--- config.mk ---
export PLATFORM = sky130hd
export DESIGN_NAME = clk_ratio_detector
export DESIGN_NICKNAME = d
export VERILOG_FILES = /design/src/rtl/clk_det_pkg.sv /design/src/rtl/bit_sync.sv /design/src/rtl/clk_ratio_detector.sv
export SDC_FILE = /design/constraint.sdc
export NUM_CORES = 1
export LEC_CHECK = 0
export CORE_MARGIN = 3
export CORE_UTILIZATION = 50
export DETAILED_ROUTE_END_ITERATION = 10
export PLACE_DENSITY_LB_ADDON = 0.2
export SYNTH_ARGS = -nofsm -noshare
export SYNTH_HDL_FRONTEND = slang
export SYNTH_HIERARCHICAL = 1
export SYNTH_SLANG_ARGS = --single-unit
--- constraint.sdc ---
create_clock -name i_ref_clk -period 2.3 [get_ports i_ref_clk]
set_input_delay 0.345 -clock i_ref_clk [delete_from_list [all_inputs] [get_ports i_ref_clk]]
set_output_delay 0.345 -clock i_ref_clk [all_outputs]
set_load 0.01 [all_outputs]
--- src/rtl/clk_det_pkg.sv ---
// Shared types and constants for the divided-clock ratio detector.
package clk_det_pkg;

    typedef enum logic [1:0] {
        IDLE,
        ARM,
        MEASURE,
        LOCKED
    } state_t;

    localparam int unsigned MATCH_W        = 4;
    localparam int unsigned LOCK_COUNT_DEF = 4;

endpackage

--- src/rtl/bit_sync.sv ---
// Two-flop synchronizer for a single asynchronous bit, reset to 0.
module bit_sync (
    input  logic clk,
    input  logic rst,
    input  logic d,
    output logic q
);

    logic meta;

    always_ff @(posedge clk or posedge rst) begin
        if (rst) begin
            meta <= 1'b0;
            q    <= 1'b0;
        end else begin
            meta <= d;
            q    <= meta;
        end
    end

endmodule

--- src/rtl/clk_ratio_detector.sv ---
// Measures the period of a divided clock in reference cycles and reports lock.
// Optional stopped-clock timeout enabled by defining CLK_DET_TIMEOUT_EN.
module clk_ratio_detector
    import clk_det_pkg::*;
#(
    parameter int unsigned DIV_WIDTH  = 16,
    parameter int unsigned LOCK_COUNT = LOCK_COUNT_DEF
) (
    input  logic                 i_ref_clk,
    input  logic                 i_rst,
    input  logic                 i_clk_en,
    input  logic                 i_div_clk,
    output logic [DIV_WIDTH-1:0] o_div_ratio,
    output logic                 o_ratio_valid,
    output logic                 o_locked
`ifdef CLK_DET_TIMEOUT_EN
    ,
    output logic                 o_timeout
`endif
);

    state_t               state;
    logic                 s2;
    logic                 s3;
    logic                 rise;
    logic [DIV_WIDTH-1:0] cnt;
    logic [DIV_WIDTH-1:0] last;
    logic [MATCH_W-1:0]   match;
    logic [MATCH_W-1:0]   match_inc;
    logic                 lock_hit;

    bit_sync u_sync (
        .clk (i_ref_clk),
        .rst (i_rst),
        .d   (i_div_clk),
        .q   (s2)
    );

    always_ff @(posedge i_ref_clk or posedge i_rst) begin
        if (i_rst) begin
            s3 <= 1'b0;
        end else begin
            s3 <= s2;
        end
    end

    assign rise = s2 & ~s3;

    // Free-running, so at every rise cnt holds the just-finished period.
    always_ff @(posedge i_ref_clk or posedge i_rst) begin
        if (i_rst) begin
            cnt <= '0;
        end else if (rise) begin
            cnt <= DIV_WIDTH'(1);
        end else if (cnt != '1) begin
            cnt <= cnt + DIV_WIDTH'(1);
        end
    end

    always_comb begin
        match_inc = MATCH_W'(1);
        if (match != '0 && cnt == last) begin
            match_inc = match + MATCH_W'(1);
        end
    end

    assign lock_hit = (match_inc == MATCH_W'(LOCK_COUNT));

    always_ff @(posedge i_ref_clk or posedge i_rst) begin
        if (i_rst) begin
            state         <= IDLE;
            o_div_ratio   <= '0;
            o_ratio_valid <= 1'b0;
            o_locked      <= 1'b0;
            match         <= '0;
            last          <= '0;
`ifdef CLK_DET_TIMEOUT_EN
            o_timeout     <= 1'b0;
`endif
        end else begin
            o_ratio_valid <= 1'b0;
`ifdef CLK_DET_TIMEOUT_EN
            o_timeout     <= 1'b0;
`endif
            if (!i_clk_en) begin
                state    <= IDLE;
                o_locked <= 1'b0;
                match    <= '0;
            end else begin
                case (state)
                    IDLE: state <= ARM;
                    ARM: begin
                        if (rise) begin
                            state <= MEASURE;
                            match <= '0;
                        end
                    end
                    MEASURE: begin
                        if (rise) begin
                            o_div_ratio   <= cnt;
                            o_ratio_valid <= 1'b1;
                            last          <= cnt;
                            match         <= match_inc;
                            if (lock_hit) begin
                                state    <= LOCKED;
                                o_locked <= 1'b1;
                            end
                        end
`ifdef CLK_DET_TIMEOUT_EN
                        else if (cnt == '1) begin
                            o_timeout <= 1'b1;
                            state     <= ARM;
                            match     <= '0;
                        end
`endif
                    end
                    LOCKED: begin
                        if (rise) begin
                            o_div_ratio   <= cnt;
                            o_ratio_valid <= 1'b1;
                            last          <= cnt;
                            if (cnt != last) begin
                                state    <= MEASURE;
                                o_locked <= 1'b0;
                                match    <= MATCH_W'(1);
                            end
                        end
`ifdef CLK_DET_TIMEOUT_EN
                        else if (cnt == '1) begin
                            o_timeout <= 1'b1;
                            state     <= ARM;
                            o_locked  <= 1'b0;
                            match     <= '0;
                        end
`endif
                    end
                    default: state <= IDLE;
                endcase
            end
        end
    end

endmodule

-- After elaboration in Yosys (flattened, before gate mapping)
Index checks and enable logic that the tools add are counted.
- multiplexer cells: 25
- $add $sub $neg: 2
- reductions and logical operators: 9
- bitwise gates (word level): 2
- eq/ne operators: 14
- operators with widths (kind ; count):
    $mux W16 ; 2
    $mux W4 ; 6
    $add A16 B1 Y16 const B ; 1
    $eq A16 B16 Y1 ; 1
    $ne A16 B16 Y1 ; 1
    $ne A16 B16 Y1 const B ; 1
    $ne A3 B3 Y1 const B ; 5
    $reduce_and A5 Y1 ; 3
    $mux W2 ; 6
    $pmux W4 S3 ; 1
    $mux W1 ; 8
    $pmux W2 S4 ; 1
    $add A4 B1 Y4 const B ; 1
    $eq A2 B2 Y1 const B ; 2
    $eq A4 B3 Y1 const B ; 1
    $ne A4 B1 Y1 const B ; 1
    $reduce_bool A4 Y1 ; 1
    $ne A3 B1 Y1 const B ; 1
    $reduce_and A3 Y1 ; 1
    $eq A2 B1 Y1 const B ; 1
    $logic_not A2 Y1 ; 1
    $pmux W1 S2 ; 1
    $reduce_bool A2 Y1 ; 1
    $reduce_or A2 Y1 ; 1
    3 further kinds ; 3
- logic and storage cells: 61
- output and inout port bits: 18
- bits of input ports: 4
- register bits: 43

-- Longest topological paths before layout
Gate-level depths: netlist of run 1.
- depth after elaboration: 8
- mapped depth: 7
- mapped depth without buffers: 6

-- Cells and area by module
Netlist of run 1, hierarchy kept.
- modules (own cells, without submodules) (module ; sequential area each (µm²) ; times used ; cells each ; area each (µm²)):
    clk_ratio_detector ; 1026.0 ; 1 ; 205 ; 2185.8
    bit_sync ; 50.0 ; 1 ; 3 ; 53.8

-- Worst setup path before layout of run 1
No wires, ideal clock.
- kind: register to register
- from: register cnt[2]
- to: register match[3]
- slack: 0.561 ns
- setup time: 0.122 ns
- required time: 2.178 ns
- stages on the path, launching flop included: 7
- arrival: 1.618 ns
- period minus slack after synthesis: 1.739 ns
- path through: dfrtp_1 -> buf_6 -> xnor2_2 -> nand4_1 -> nor4_4 -> a41oi_2 -> a32o_1
- word-level cells in the longest chain between the ends: 6
- elaborated cells on any way between the ends: 9
- RTL lines (what ; RTL line ; RTL):
    start: declaration ; clk_ratio_detector.sv:26 ; logic [DIV_WIDTH-1:0] cnt;
    start signal: assignment ; clk_ratio_detector.sv:56 ; cnt <= cnt + DIV_WIDTH'(1);
    $eq A16 B16 Y1 ; clk_ratio_detector.sv:62 ; if (match != '0 && cnt == last) begin
    $logic_and A1 B1 Y1 ; clk_ratio_detector.sv:62 ;
    $mux W4 ; clk_ratio_detector.sv:62 ;
    $mux W4 ; clk_ratio_detector.sv:99 ; if (rise) begin
    $pmux W4 S3 ; clk_ratio_detector.sv:90 ; case (state)
    $mux W4 ; clk_ratio_detector.sv:85 ; if (!i_clk_en) begin
    end signal: assignment ; clk_ratio_detector.sv:103 ; match <= match_inc;
    end: declaration ; clk_ratio_detector.sv:28 ; logic [MATCH_W-1:0] match;
Several ways; a longest one is shown, not always the timed one. The select of a mux whose other input is x is not followed.
A chain may end at the register's enable or synchronous reset.

-- Worst setup path after layout of run 1
- from: register cnt[3]
- to: register match[3]
The elaborated chain is that of the path after synthesis.

==> results by group, run 1 <==
Cells and area
  – Final net count: ~240
  – # diodes: 0
  – Area Growth Syn to Fin: 15.8%
  – Final core occ: between 60% and 70%
  – Share of post-route cells with drive strength above 1: 15.6%

Floorplanning
  – DIE WIDTH: 72.9 um
  – Cell Rows: 23
  – Initial core utilization: 53.7%
  – Core area: 4170 um^2
  – Die area: 5320 um^2
  – # IOs: 22
  – DIE HEIGHT: 72.9 um

Critical path
  – Startpoint types: register
  – Worst setup EP type: register
  – Data arrival time of the critical path: 2210 ps
  – Register-to-Register Path Depth: 5
  – Crit-path cells: xnor2_2 > nand4_1 > nor4_4 > a41oi_2 > a32o_1
  – CP max stage cell: nor4_4
  – Worst Path Max Fanout: 10
  – Worst setup path class: reg2reg
  – CP max stage delay: 560 ps
  – Critical Path RT: 2490 ps
  – Reg-to-reg startpoint: cnt[3]
  – CP Launch Point: cnt[3]

Placement
  – DP HPWL: 3120 um
  – DP Worst Slack: 310 ps
  – # port buffers: 21
  – RePlAce Congestion: 0.830

Clock network
  – Bufs on Longest Clock Path: 2
  – Cts bufs inserted: 5
  – Cts repair resizes: 0
  – Later-pin clock latency in the skew report: 300 ps
  – Worst-path clk slew: 80 ps
  – Setup repair bufs after CTS: 0
  – Hold buffer count at cts: 0
  – CTS tree: yes
  – H-tree lvl count: 2
  – Clk sink count: between 40 and 50
  – Root buffer cell: clkbuf_8

Job
  – MaxCap Viol Count: 0

Yosys
  – Synthesized area per cell: between 10 and 15 um^2
  – Post-synthesis cell type count: 45
  – Ys flop type: dfrtp_1
  – Ys async rst share: 100%
  – Post-Synth XOR/XNOR Area: about 11%
  – Synth warn: 6
  – Ranking of synthesized cells by area: dfrtp_1 48%, xnor2_1 8.2%, mux2_2 7.5%
  – Area leader, netlist: dfrtp_1
  – Mapped Nets: 215
  – Synth Cell Area: approximately 2200 um^2
  – Post-synthesis simple-gate area fraction: 16.8%
  – Synth Area in Compound Gates: 9.89%
  – FF+latch count, synth: 43
  – Area share of fa/ha/maj cells after synthesis: 1.68%
  – Mux contribution to synthesized area: 8.44%
  – Register area share after synthesis: 48.0%
  – Synth top area share: about 48%
  – Main combinational cell family by area after synthesis: simple AND/OR/NAND/NOR gates
  – EDFF count, synth: 0
  – Synthesized instance count: approximately 210

Routing
  – Via count: 1578
  – Via density: 5.62
  – Post-route DRC violation count: 0
  – First-pass iteration count of the detailed router: 4
  – DR iter-0 viols: 99
  – Drt total wl: 4350 um
  – Wire length per cell: 15.5 um
  – Final ANT Viol Nets: 0

Min path
  – Hold Path Class: in2async

Timing
  – # setup viols final: 0
  – Final worst setup slack: 287 ps
  – Final hold vios: 0
  – Slew headroom: 63.4%
  – F_max: 497 MHz
  – Unrepaired setup endpoints after global routing: no
  – TNS Setup: 0 ps
  – Final min period: 2010 ps
  – Worst Clk Skew: 9.09 ps
  – Count of pins over their slew limit: 0
  – Tcrit/Tclk final: 87.5%
  – Actual slew at the worst max-slew pin: approximately 550 ps

Global route
  – First-pass GRT wire length: 7780 um
  – Vias in the first global route: 1673
  – Pin count of the biggest net entering global routing: 42
  – Total Routing Usage GR: 19.0%
  – Antenna violations before repair: 0
  – Grt total ovfl: 0

Power and ir drop
  – Leakage power: about 1.1 nW
  – VDD IR-drop max: around 0.40 mV
  – PwrDens: 718 nW/um^2

Run status
  – Status: completed
[cells in the final DEF, fill, tap and decap left out, drive strengths merged, types with 6 or more instances in the layout]
cell type	n
a21oi	6
clkdlybuf4s50	21
buf	6
xnor2	23
dfrtp	43
nand3	11
nor2	18
nand2	11
inv	8
mux2	15
clkbuf	6
[Yosys cell counts, drive strengths merged (2+ instances only)]
master	n
nor4	2
nand3	11
a211oi	5
dfrtp	43
and2	3
or3	2
nand4	5
mux2	15
nor2b	4
o21ai	4
a32o	2
nand2	11
mux2i	2
o21a	2
ha	3
nor2	18
a21oi	6
a21boi	2
buf	8
nor3	4
nand2b	2
and3	5
a311oi	2
xnor2	23
clkbuf	3
inv	8
xor2	3
[worst paths after layout]
check,endpoint,slack [ps]
min in group i_ref_clk,u_sync/q,360
worst min register to register,u_sync/q,360
worst min-delay path,u_sync/q,230
worst max-delay path,match[3],290
worst max register to register,match[3],290
max in group asynchronous,last[5],1440
[metal layers]
metal  global-route usage, %  part of all wire (%)  vias up
met5                       0                     0        -
met4                    7.79                   2.5        0
met1                    24.8                    46      767
met2                    30.1                    48       30
li1                        -                     -      771
met3                    4.82                   3.7       10
[state kept, by name (all words and copies together), names as in the netlist]
register	count
u_sync/meta	1
match	4
u_sync/q	1
o_locked	1
cnt	16
last	16
s3	1
state	2
o_ratio_valid	1
[per-stage QoR]
step / instances / hold slack [ps] / area, um^2 / power, mW
6_report: 281 / 231 / 2590 / 1.86
4_1_cts: 281 / 227 / 2590 / 1.88
3_3_place_gp: 274 / 337 / 2490 / 1.29
2_1_floorplan: 208 / 86.2 / 2240 / 1.22
5_1_grt: 281 / 226 / 2590 / 1.95
3_5_place_dp: 274 / 346 / 2490 / 1.30
[layout make-up]
type                    instances  area [um^2]
fillers                       347         1580
flip-flops and latches         43         1080
multi-input cells             146         1070
repair buffers                 27          255
clock buffers                   6         72.6
well taps                      50         62.6
clock inverters                 1         30.0
inverters                       8         30.0
[report_power, final]
group	internal [mW]	total (mW)	leakage, nW	switching, mW
clock	0.318	0.570	0.0513	0.252
combinational	0.188	0.381	0.491	0.193
sequential	0.814	0.910	0.581	0.0960
total	1.32	1.86	1.12	0.540
[kinds of logic after synthesis]
| group | count (synthesis) |
|---|---|
| compound gates | 30 |
| xor+xnor | 26 |
| fa+ha+maj | 3 |
| buf+inv | 19 |
| flops | 43 |
| mux | 17 |
| simple gates | 70 |
[worst max-delay path, delay by kind of cell (launching register included)]
family | cells | cell delay, ps
AO/OA/AOI/OAI | 2 | 490
XOR/XNOR | 1 | 200
AND/OR/NAND/NOR | 2 | 740
flip-flops | 1 | 480
Note: power is estimated with default switching activity, not from simulation.
==> run 2: changes to the inputs <==
--- a/config.mk
+++ b/config.mk
@@ -7,2 +7,3 @@
 export LEC_CHECK = 0
+export ABC_AREA = 1
 export CORE_MARGIN = 3
--- a/constraint.sdc
+++ b/constraint.sdc
@@ -3,2 +3,2 @@
 set_output_delay 0.345 -clock i_ref_clk [all_outputs]
-set_load 0.01 [all_outputs]
+set_load 0.05 [all_outputs]
==> run 2 against run 1 <==
  * Sequential share of layout area fell by 1.5 points
  * Worst hold slack worse by 23 ps
  * Sequential cell count unchanged
  * Maximum frequency up 4.9%
  * Synthesized cell count increased by 38%
  * Sequential power grew 11%
  * Core utilization fell by 1.6 points
  * Via count is 20% higher
  * Cell area increased by 3.8%
  * Clock power decreased by 16%
  * Final cell count grew 30%
  * Setup slack better by 95 ps
  * Critical endpoint is now o_div_ratio[10]
==> results by group, run 2 <==
Cells and area
  – FF/Latch Area: 1080 um^2
  – Most common cell after layout, fill and taps aside: nand2_1
  – Share of post-route cells with drive strength above 1: 11.2%
  – Final net count: 318
  – # diodes: 0
  – Largest regs: cnt: 16 flops, last: 16 flops, match: 4 flops
  – Final cell count without fillers: 364
  – Commonest non-fill, non-tap cells in the layout: 70 x nand2_1, 43 x dfrtp_1, 37 x inv_1
  – Area Growth Syn to Fin: 15.1%
  – FILL cells: around 400
  – Multi-input gate area: 1070 um^2

Global route
  – Total Routing Usage GR: 18.9%
  – Met2 Resource Use GR: 28.8%
  – Grt total ovfl: 0
  – Most used routing layer: met2
  – Pin count of the biggest net entering global routing: 42
  – First-pass GRT wire length: 8020 um
  – Antenna violations before repair: 0
  – Met1 Use GR: 27.1%
  – GR Layer Usage met3: 3.38%
  – Vias in the first global route: 1722

Floorplanning
  – Die area: 5530 um^2
  – Cell Rows: 24
  – # IOs: 22
  – Initial core utilization: 52.6%
  – DIE HEIGHT: about 74 um
  – Core area: 4440 um^2
  – DIE WIDTH: 74.4 um

Timing
  – # setup viols final: 0
  – Slew headroom: 64.9%
  – Final hold vios: 0
  – Tcrit/Tclk final: about 83%
  – TNS Setup: 0 ps
  – F_max: 521 MHz
  – Final worst setup slack: 382 ps
  – Count of pins over their slew limit: 0
  – Unrepaired setup endpoints after global routing: no
  – Worst Clk Skew: approximately 6.2 ps
  – Actual slew at the worst max-slew pin: around 530 ps
  – Final min period: 1920 ps

Placement
  – RePlAce Congestion: 0.840
  – # port buffers: 21
  – DP HPWL: approximately 3400 um
  – Post-Place Cells: 356
  – DP Worst Slack: 506 ps

Critical path
  – Worst Path Max Fanout: 3
  – Crit path max-delay family: buffers and inverters
  – Data arrival time of the critical path: about 1600 ps
  – Startpoint types: register
  – Worst setup path class: reg2out
  – Critical Path RT: a little under 2000 ps
  – Bufs and invs on worst path: 1
  – CP max stage delay: 840 ps
  – Worst setup EP type: output pin
  – Crit-path cells: clkdlybuf4s50_1
  – CP max stage cell: clkdlybuf4s50_1

Clock network
  – Clk sink count: 43
  – Hold buffer count at cts: 0
  – Worst-path clk slew: 80 ps
  – CTS tree: yes
  – Cts bufs inserted: 5
  – Setup repair bufs after CTS: 0
  – H-tree lvl count: 2
  – Root buffer cell: clkbuf_8
  – Later-pin clock latency in the skew report: approximately 300 ps
  – Bufs on Longest Clock Path: 2
  – Cts repair resizes: 0

Power and ir drop
  – VDD IR-drop max: 0.547 mV
  – Leakage power: 1.24 nW
  – PwrDens: 900 nW/um^2

Yosys
  – Synth top area share: 46.0%
  – Post-synthesis cell type count: 36
  – Register area share after synthesis: around 46%
  – EDFF count, synth: 0
  – Mapped Nets: around 290
  – Synthesized instance count: 286
  – Most frequent cell after synthesis: nand2_1
  – Synth warn: 6
  – Ranking of synthesized cells by area: dfrtp_1 46%, nand2_1 11%, inv_1 5.9%
  – Synth Cell Area: 2340 um^2
  – FF+latch count, synth: 43
  – Ys async rst share: 100%
  – Area leader, netlist: dfrtp_1
  – Synthesized area per cell: 8.17 um^2
  – Synth cell count leaders: 70 x nand2_1, 43 x dfrtp_1, 37 x inv_1
  – Ys flop type: dfrtp_1

Routing
  – Post-route DRC violation count: 0
  – Via count: 1897
  – DR iter-0 viols: 94
  – Wire length per cell: approximately 13 um
  – Via density: 5.21
  – Final ANT Viol Nets: 0
  – Drt total wl: around 4700 um
  – First-pass iteration count of the detailed router: 4

Job
  – MaxCap Viol Count: 0

Min path
  – Hold Path Class: in2async

Run status
  – Status: completed
[run 2: cells by family after synthesis]
| kind of cell | Yosys count | synth area share (%) |
|---|---|---|
| XOR/XNOR | 14 | 5.25 |
| adder cells (fa/ha/maj) | 3 | 1.61 |
| flip-flops | 43 | 46.0 |
| AND/OR/NAND/NOR | 130 | 26.9 |
| AO/OA/AOI/OAI | 48 | 12.1 |
| buffers and inverters | 48 | 8.14 |
[run 2: through the flow]
step / util, % / cell area, um^2 / total power [mW] / hold WS, ps
floorplan: - / 2340 / 1.69 / 86.2
global placement: 58.7 / 2610 / 1.95 / 334
detailed placement: 58.7 / 2610 / 1.96 / 342
CTS: 60.6 / 2690 / 2.44 / 209
global route: 60.6 / 2690 / 2.57 / 213
finish: 60.6 / 2690 / 2.42 / 208
[run 2: cell type report]
cell class                 instances  area share [%]
sequential                        43            40.0
multi-input combinational        195            39.8
timing repair buffer              24            8.65
inverter                          42            6.04
clock buffer                       5            2.56
tap                               52            2.42
clock inverter                     3           0.558
[run 2: final timing paths]
kind,from,end,slack (ps),cells past startpoint
worst min register to register,u_sync/meta,u_sync/q,360,0
min in group i_ref_clk,u_sync/meta,u_sync/q,360,0
max in group asynchronous,i_rst,last[1],1440,3
worst min-delay path,i_rst,u_sync/meta,210,2
worst max-delay path,last[10],o_div_ratio[10],380,1
worst max register to register,cnt[0],cnt[0],560,6
[run 2: per-layer routing]
metal  wire length [um]  part of all wire [%]
met5                  0                     0
met4                 56                   1.2
met3                253                   5.4
met2               2080                    44
met1               2330                    49
[run 2: power breakdown]
part	internal [mW]	total [mW]	leakage [nW]	switching, mW
logic	0.320	0.935	0.618	0.614
clock network	0.208	0.477	0.0477	0.269
registers	0.882	1.01	0.572	0.127
total	1.41	2.42	1.24	1.01
